## src/rtl/noise_pkg.sv

```systemverilog
// Shared constants for the noise scheduler: lane seeds, LFSR taps, byte tap
// position and the sequencing states.
package noise_pkg;

    localparam logic [30:0] SEED_BASE [0:7] = '{
        31'h1234_5678, 31'h2468_ACE1, 31'h3C6E_F372, 31'h0BAD_BEEF,
        31'h5A5A_5A5A, 31'h0123_4567, 31'h7654_321F, 31'h1F2E_3D4C
    };

    localparam int TAP_HI     = 30;
    localparam int TAP_LO     = 27;
    localparam int SAMPLE_BIT = 5;

    typedef enum logic [1:0] {
        S_LOAD,
        S_WARMUP,
        S_SERVE
    } state_t;

    // An all-zero lane would never leave zero, so it is replaced by 1.
    function automatic logic [30:0] lane_guard(input logic [30:0] v);
        return (v == '0) ? 31'h1 : v;
    endfunction

endpackage

```

## src/rtl/lfsr_bank8.sv

```systemverilog
// Eight 31-bit Fibonacci LFSR lanes with zero-guarded loading; one byte is
// tapped per cycle from bit SAMPLE_BIT of each lane, lane 0 as MSB.
module lfsr_bank8
    import noise_pkg::*;
(
    input  logic        clk,
    input  logic        adv,
    input  logic        load,
    input  logic [30:0] seed,
    output logic [7:0]  byte_out
);

    logic [30:0] lane     [0:7];
    logic [30:0] lane_nxt [0:7];

    // byte_out is taken from the lane values that become current at the
    // coming edge, so a byte registered alongside a grant is the fresh one.
    always_comb begin
        byte_out = '0;
        for (int i = 0; i < 8; i++) begin
            lane_nxt[i] = lane[i];
            if (load)
                lane_nxt[i] = lane_guard(SEED_BASE[i] ^ seed);
            else if (adv)
                lane_nxt[i] = {lane[i][TAP_HI-1:0], lane[i][TAP_HI] ^ lane[i][TAP_LO]};
            byte_out[7-i] = lane_nxt[i][SAMPLE_BIT];
        end
    end

    always_ff @(posedge clk) begin
        for (int i = 0; i < 8; i++)
            lane[i] <= lane_nxt[i];
    end

endmodule

```

## src/rtl/noise_sched.sv

```systemverilog
// Sequences the LFSR bank (load, warm-up, serve) and hands each fresh byte to
// one requester round-robin. Optional stall counter: NOISE_SCHED_STALL_CNT_EN.
//
// state    | meaning
// S_LOAD   | lanes just loaded; warm-up timer armed
// S_WARMUP | bank free-runs until the warm-up timer expires
// S_SERVE  | bank free-runs; round-robin grants enabled
module noise_sched
    import noise_pkg::*;
#(
    parameter int NUM_REQ = 4,
    parameter int WARMUP  = 64
) (
    input  logic               clk,
    input  logic               rst,
    input  logic [NUM_REQ-1:0] req,
    output logic [NUM_REQ-1:0] gnt,
    output logic [7:0]         rnd_out,
    output logic               rnd_valid,
    input  logic               seed_load,
    input  logic [30:0]        seed,
    output logic               busy
`ifdef NOISE_SCHED_STALL_CNT_EN
    ,
    output logic [15:0]        stall_cnt
`endif
);

    localparam int IW = $clog2(NUM_REQ);
    localparam int CW = $clog2(WARMUP + 1);

    state_t             state, state_nxt;
    logic [CW-1:0]      wcnt, wcnt_nxt;
    logic [IW-1:0]      last, win, cand;
    logic [NUM_REQ-1:0] gnt_nxt;
    logic               found;
    logic [7:0]         bank_byte;

    // Reset reuses the bank load path with a zero seed; the bank otherwise
    // free-runs in every state, the LOAD cycle included.
    lfsr_bank8 u_bank (
        .clk      (clk),
        .adv      (1'b1),
        .load     (rst | seed_load),
        .seed     (rst ? 31'h0 : seed),
        .byte_out (bank_byte)
    );

    always_ff @(posedge clk) begin
        if (rst) begin
            state   <= S_LOAD;
            wcnt    <= '0;
            gnt     <= '0;
            rnd_out <= '0;
            last    <= IW'(NUM_REQ - 1);
        end else begin
            state <= state_nxt;
            wcnt  <= wcnt_nxt;
            gnt   <= gnt_nxt;
            if (|gnt_nxt) begin
                rnd_out <= bank_byte;
                last    <= win;
            end
        end
    end

    always_comb begin
        state_nxt = state;
        wcnt_nxt  = wcnt;
        gnt_nxt   = '0;
        win       = last;
        cand      = last;
        found     = 1'b0;
        case (state)
            S_LOAD: begin
                wcnt_nxt  = CW'(WARMUP - 1);
                state_nxt = S_WARMUP;
            end
            S_WARMUP: begin
                if (wcnt == '0)
                    state_nxt = S_SERVE;
                else
                    wcnt_nxt = wcnt - CW'(1);
            end
            S_SERVE: begin
                // The previous winner is masked via the registered gnt.
                for (int i = 1; i <= NUM_REQ; i++) begin
                    cand = IW'((int'(last) + i) % NUM_REQ);
                    if (!found && req[cand] && !gnt[cand]) begin
                        found = 1'b1;
                        win   = cand;
                    end
                end
                if (found)
                    gnt_nxt[win] = 1'b1;
            end
            default: state_nxt = S_LOAD;
        endcase
        if (seed_load) begin
            state_nxt = S_LOAD;
            gnt_nxt   = '0;
        end
    end

    assign busy      = (state != S_SERVE);
    assign rnd_valid = |gnt;

`ifdef NOISE_SCHED_STALL_CNT_EN
    always_ff @(posedge clk) begin
        if (rst)
            stall_cnt <= '0;
        else if (|req && !(|gnt) && stall_cnt != 16'hFFFF)
            stall_cnt <= stall_cnt + 16'd1;
    end
`endif

endmodule

```

## config.mk

```make
export PLATFORM = sky130hd
export DESIGN_NAME = noise_sched
export DESIGN_NICKNAME = d
export VERILOG_FILES = /design/src/rtl/noise_pkg.sv /design/src/rtl/lfsr_bank8.sv /design/src/rtl/noise_sched.sv
export SDC_FILE = /design/constraint.sdc
export NUM_CORES = 1
export LEC_CHECK = 0
export CORE_ASPECT_RATIO = 1.25
export CORE_MARGIN = 2
export CORE_UTILIZATION = 45
export CTS_BUF_LIST = sky130_fd_sc_hd__clkbuf_16
export DETAILED_ROUTE_END_ITERATION = 8
export PLACE_DENSITY = 0.62
export SYNTH_ARGS = -nofsm -noshare
export SYNTH_HDL_FRONTEND = slang
export SYNTH_SLANG_ARGS = --single-unit
```

## constraint.sdc

```tcl
create_clock -name clk -period 2.1 [get_ports clk]
set_input_delay 0.42 -clock clk [delete_from_list [all_inputs] [get_ports clk]]
set_output_delay 0.42 -clock clk [all_outputs]
set_load 0.02 [all_outputs]
```

==> summary.txt <==
Clock tree
  • Clock sink total: 271
  • Clock latency on the worst-skew pair: 0.53 ns
  • CTS Buf Count: 27
  • CTS tree: done
  • Setup bufs post-CTS: 0
  • H-tree Lvls: 1
  • Root buf cell: clkbuf_16
  • Clk buf depth: 3
  • CTS Hold Bufs: 0
  • Reg clk slew, reported paths: 0.06 ns

Synthesis
  • Synth top area cells: dfxtp_1, nand2b_1, a21oi_1
  • FF+latch count, synth: 271
  • Synth Instances: 1,073
  • Post-synth top area cell: dfxtp_1
  • Seq/Total Area, Yosys: 0.560
  • Distinct cells, synth: 62
  • Post-synth top area share: 0.560
  • Number of synthesized flops with an enable pin: 0
  • Mapped Area: 9700 µm²
  • Ys async rst share: 0
  • Ys flop type: dfxtp_1
  • Yosys warning count: 0
  • Mapped Nets: 1,113
  • Syn avg cell area: 9.04 µm²

Hold path
  • Hold Path Class: input port to flop

Critical path
  • Critical path endpoint category: primary output
  • Worst Setup Start Kind: flop
  • Worst EP arrival: 1.53 ns
  • Worst-path maximum fanout: 4
  • Crit path kind: flop to primary output
  • Crit path required time: 1.68 ns

Layout
  • Core Util, Final: 0.551
  • Fraction of final layout cells sized beyond drive strength 1: 0.100
  • Fin nets: 1,197
  • ANT cells: 0
  • Layout area overhead: 21.2%
  • Post-route insts no fill: 1,457
  • Filler cells: 1,987

Routing
  • Via density per instance: 4.94
  • Met3 wire length: 1010 µm
  • Detailed-route via count: 7,197
  • WL/cell: 15.3 µm
  • Remaining DRCs: 0
  • Routed Wire Length: 22,300 µm
  • Post-route ant nets: 0
  • DRT Pass-1 Iters: 4
  • DR top layer: met4
  • Met2 wire len: 10,400 µm
  • M1 WL: 10,400 µm
  • Initial DRC count: 400

Die
  • CORE AREA: 21,300 µm²
  • Die width: 135 µm
  • DIE AREA: 22,700 µm²
  • Vert. Die Dim: 168 µm
  • Boundary pin count: 52
  • Starting Density: 0.455
  • FP Rows: 60

GRT
  • Tot GR Track Use: 0.200
  • Grt ovf: 0
  • Vias in the first global route: 7,194
  • Initial antenna violation count: 0
  • First-pass GRT wire length: 36,800 µm
  • Pin count of the biggest net entering global routing: 84

STA
  • Minimum clock period after layout: 1.95 ns
  • Setup_tns: 0 ns
  • Final period util: 0.926
  • Worst Skew: 0.00712 ns
  • Worst-Margin Slew: 0.548 ns
  • RSZ-0062 raised after global routing: no
  • Fin. Hold Viols: 0
  • Max Fclk: 0.514 GHz
  • Max-slew headroom: 0.635
  • Setup violations, final: 0
  • Max-slew violations: 0

Power
  • Power per cell area: 991 nW/µm²
  • Peak supply drop: 0.837 mV
  • Leak: 5.05 nW

Placed design
  • Port buffer count: 51
  • Final HPWL from detailed placement: 15,100 µm
  • Routability Congestion: 0.880
  • Inst Count DP: 1,407

Status
  • Status: finished clean

Flow run
  • Max-capacitance violation count: 0
-- repair_timing --
item                       CTS  global route
gates resized for setup      4             1
pin swaps                    0             0
setup endpoints to repair    2             1
gates cloned                 0             0
-- logic make-up (layout without fill, tap and decap cells) --
group                    count (synthesis)  in the layout  share of synthesized area
XOR/XNOR                                 8              8                    0.00723
flip-flops                             271            271                      0.560
multiplexers                             1              1                    0.00103
buffers and inverters                  201            306                     0.0834
AO/OA/AOI/OAI                          321            321                      0.180
adder cells (fa/ha/maj)                  2              2                    0.00258
AND/OR/NAND/NOR                        269            269                      0.166
-- per-layer routing --
metal / vias to the layer above / track usage
met2: 132 / 0.333
met1: 3315 / 0.267
met3: 38 / 0.0310
met5: - / 0
met4: 0 / 0.0616
li1: 3712 / -
-- synth_stat cells (all sizes together) (5+ instances only) --
| cell type | instances |
|---|---|
| nand2b | 126 |
| o211a | 5 |
| o21ai | 128 |
| a21oi | 154 |
| inv | 144 |
| dfxtp | 271 |
| clkbuf | 47 |
| nand2 | 55 |
| nor2 | 13 |
| nor4 | 8 |
| a211oi | 6 |
| nor3 | 6 |
| nand3 | 6 |
| or4 | 7 |
| and2 | 5 |
| nand4 | 5 |
| a31oi | 5 |
| nor4b | 8 |
| buf | 10 |
-- stage by stage --
| stage | instance area [µm²] | power [W] | hold slack [ns] | setup slack [ns] |
|---|---|---|---|---|
| after floorplan | 9700 | 0.00623 | 0.415 | 0.371 |
| after global routing | 11800 | 0.0121 | 0.245 | 0.0825 |
| after CTS | 11800 | 0.0118 | 0.216 | 0.00749 |
| after global placement | 10800 | 0.00662 | 0.422 | -0.220 |
| after detailed placement | 10800 | 0.00662 | 0.426 | -0.224 |
| final | 11800 | 0.0117 | 0.246 | 0.154 |
-- layout by cell type, fill, tap and decap left out, types with 12 or more instances in the layout --
| cell | n |
|---|---|
| o21ai_0 | 91 |
| buf_4 | 57 |
| inv_1 | 146 |
| nor2_1 | 12 |
| clkbuf_16 | 27 |
| nand2b_1 | 126 |
| o21ai_1 | 37 |
| a21oi_1 | 154 |
| clkdlybuf4s50_1 | 47 |
| dfxtp_1 | 270 |
| nand2_1 | 55 |
-- state kept, by name, indices dropped and copies added (netlist names) --
name / flops
gnt: 4
last: 2
rnd_out: 8
state: 2
u_bank.lane: 248
wcnt: 7
-- critical path, cell delays in order (launching register included) --
cell,delay [ns]
dfxtp_1,0.33
or4_1,0.51
clkbuf_2,0.17
-- report_power, final --
part	total, W	internal [W]	switching [W]
registers	0.00559	0.00549	0.000105
clock network	0.00513	0.00310	0.00204
logic	0.000926	0.000387	0.000539
-- layout make-up --
class                           instances  area (µm²)  share of cell area
Clock buffer                           27         676              0.0575
Clock inverter                         23         278              0.0236
Inverter                              144         541              0.0460
Multi-Input combinational cell        601        3460               0.295
Sequential cell                       271        5430               0.462
Tap cell                              279         349              0.0297
Timing Repair Buffer                  112        1020              0.0871
-- final timing paths --
kind / start / end / slack [ns] / cells past startpoint
worst max register to register: state[1]$_SDFFE_PN0P_ / gnt[3]$_SDFF_PP0_ / 0.33 / 3
worst max-delay path: gnt[1]$_SDFF_PP0_ / rnd_valid / 0.15 / 2
worst min register to register: u_bank.lane[1][87]$_DFF_P_ / u_bank.lane[1][88]$_DFF_P_ / 0.43 / 2
worst min-delay path: rst / u_bank.lane[1][56]$_DFF_P_ / 0.25 / 2
(Power assumes the default switching activity.)
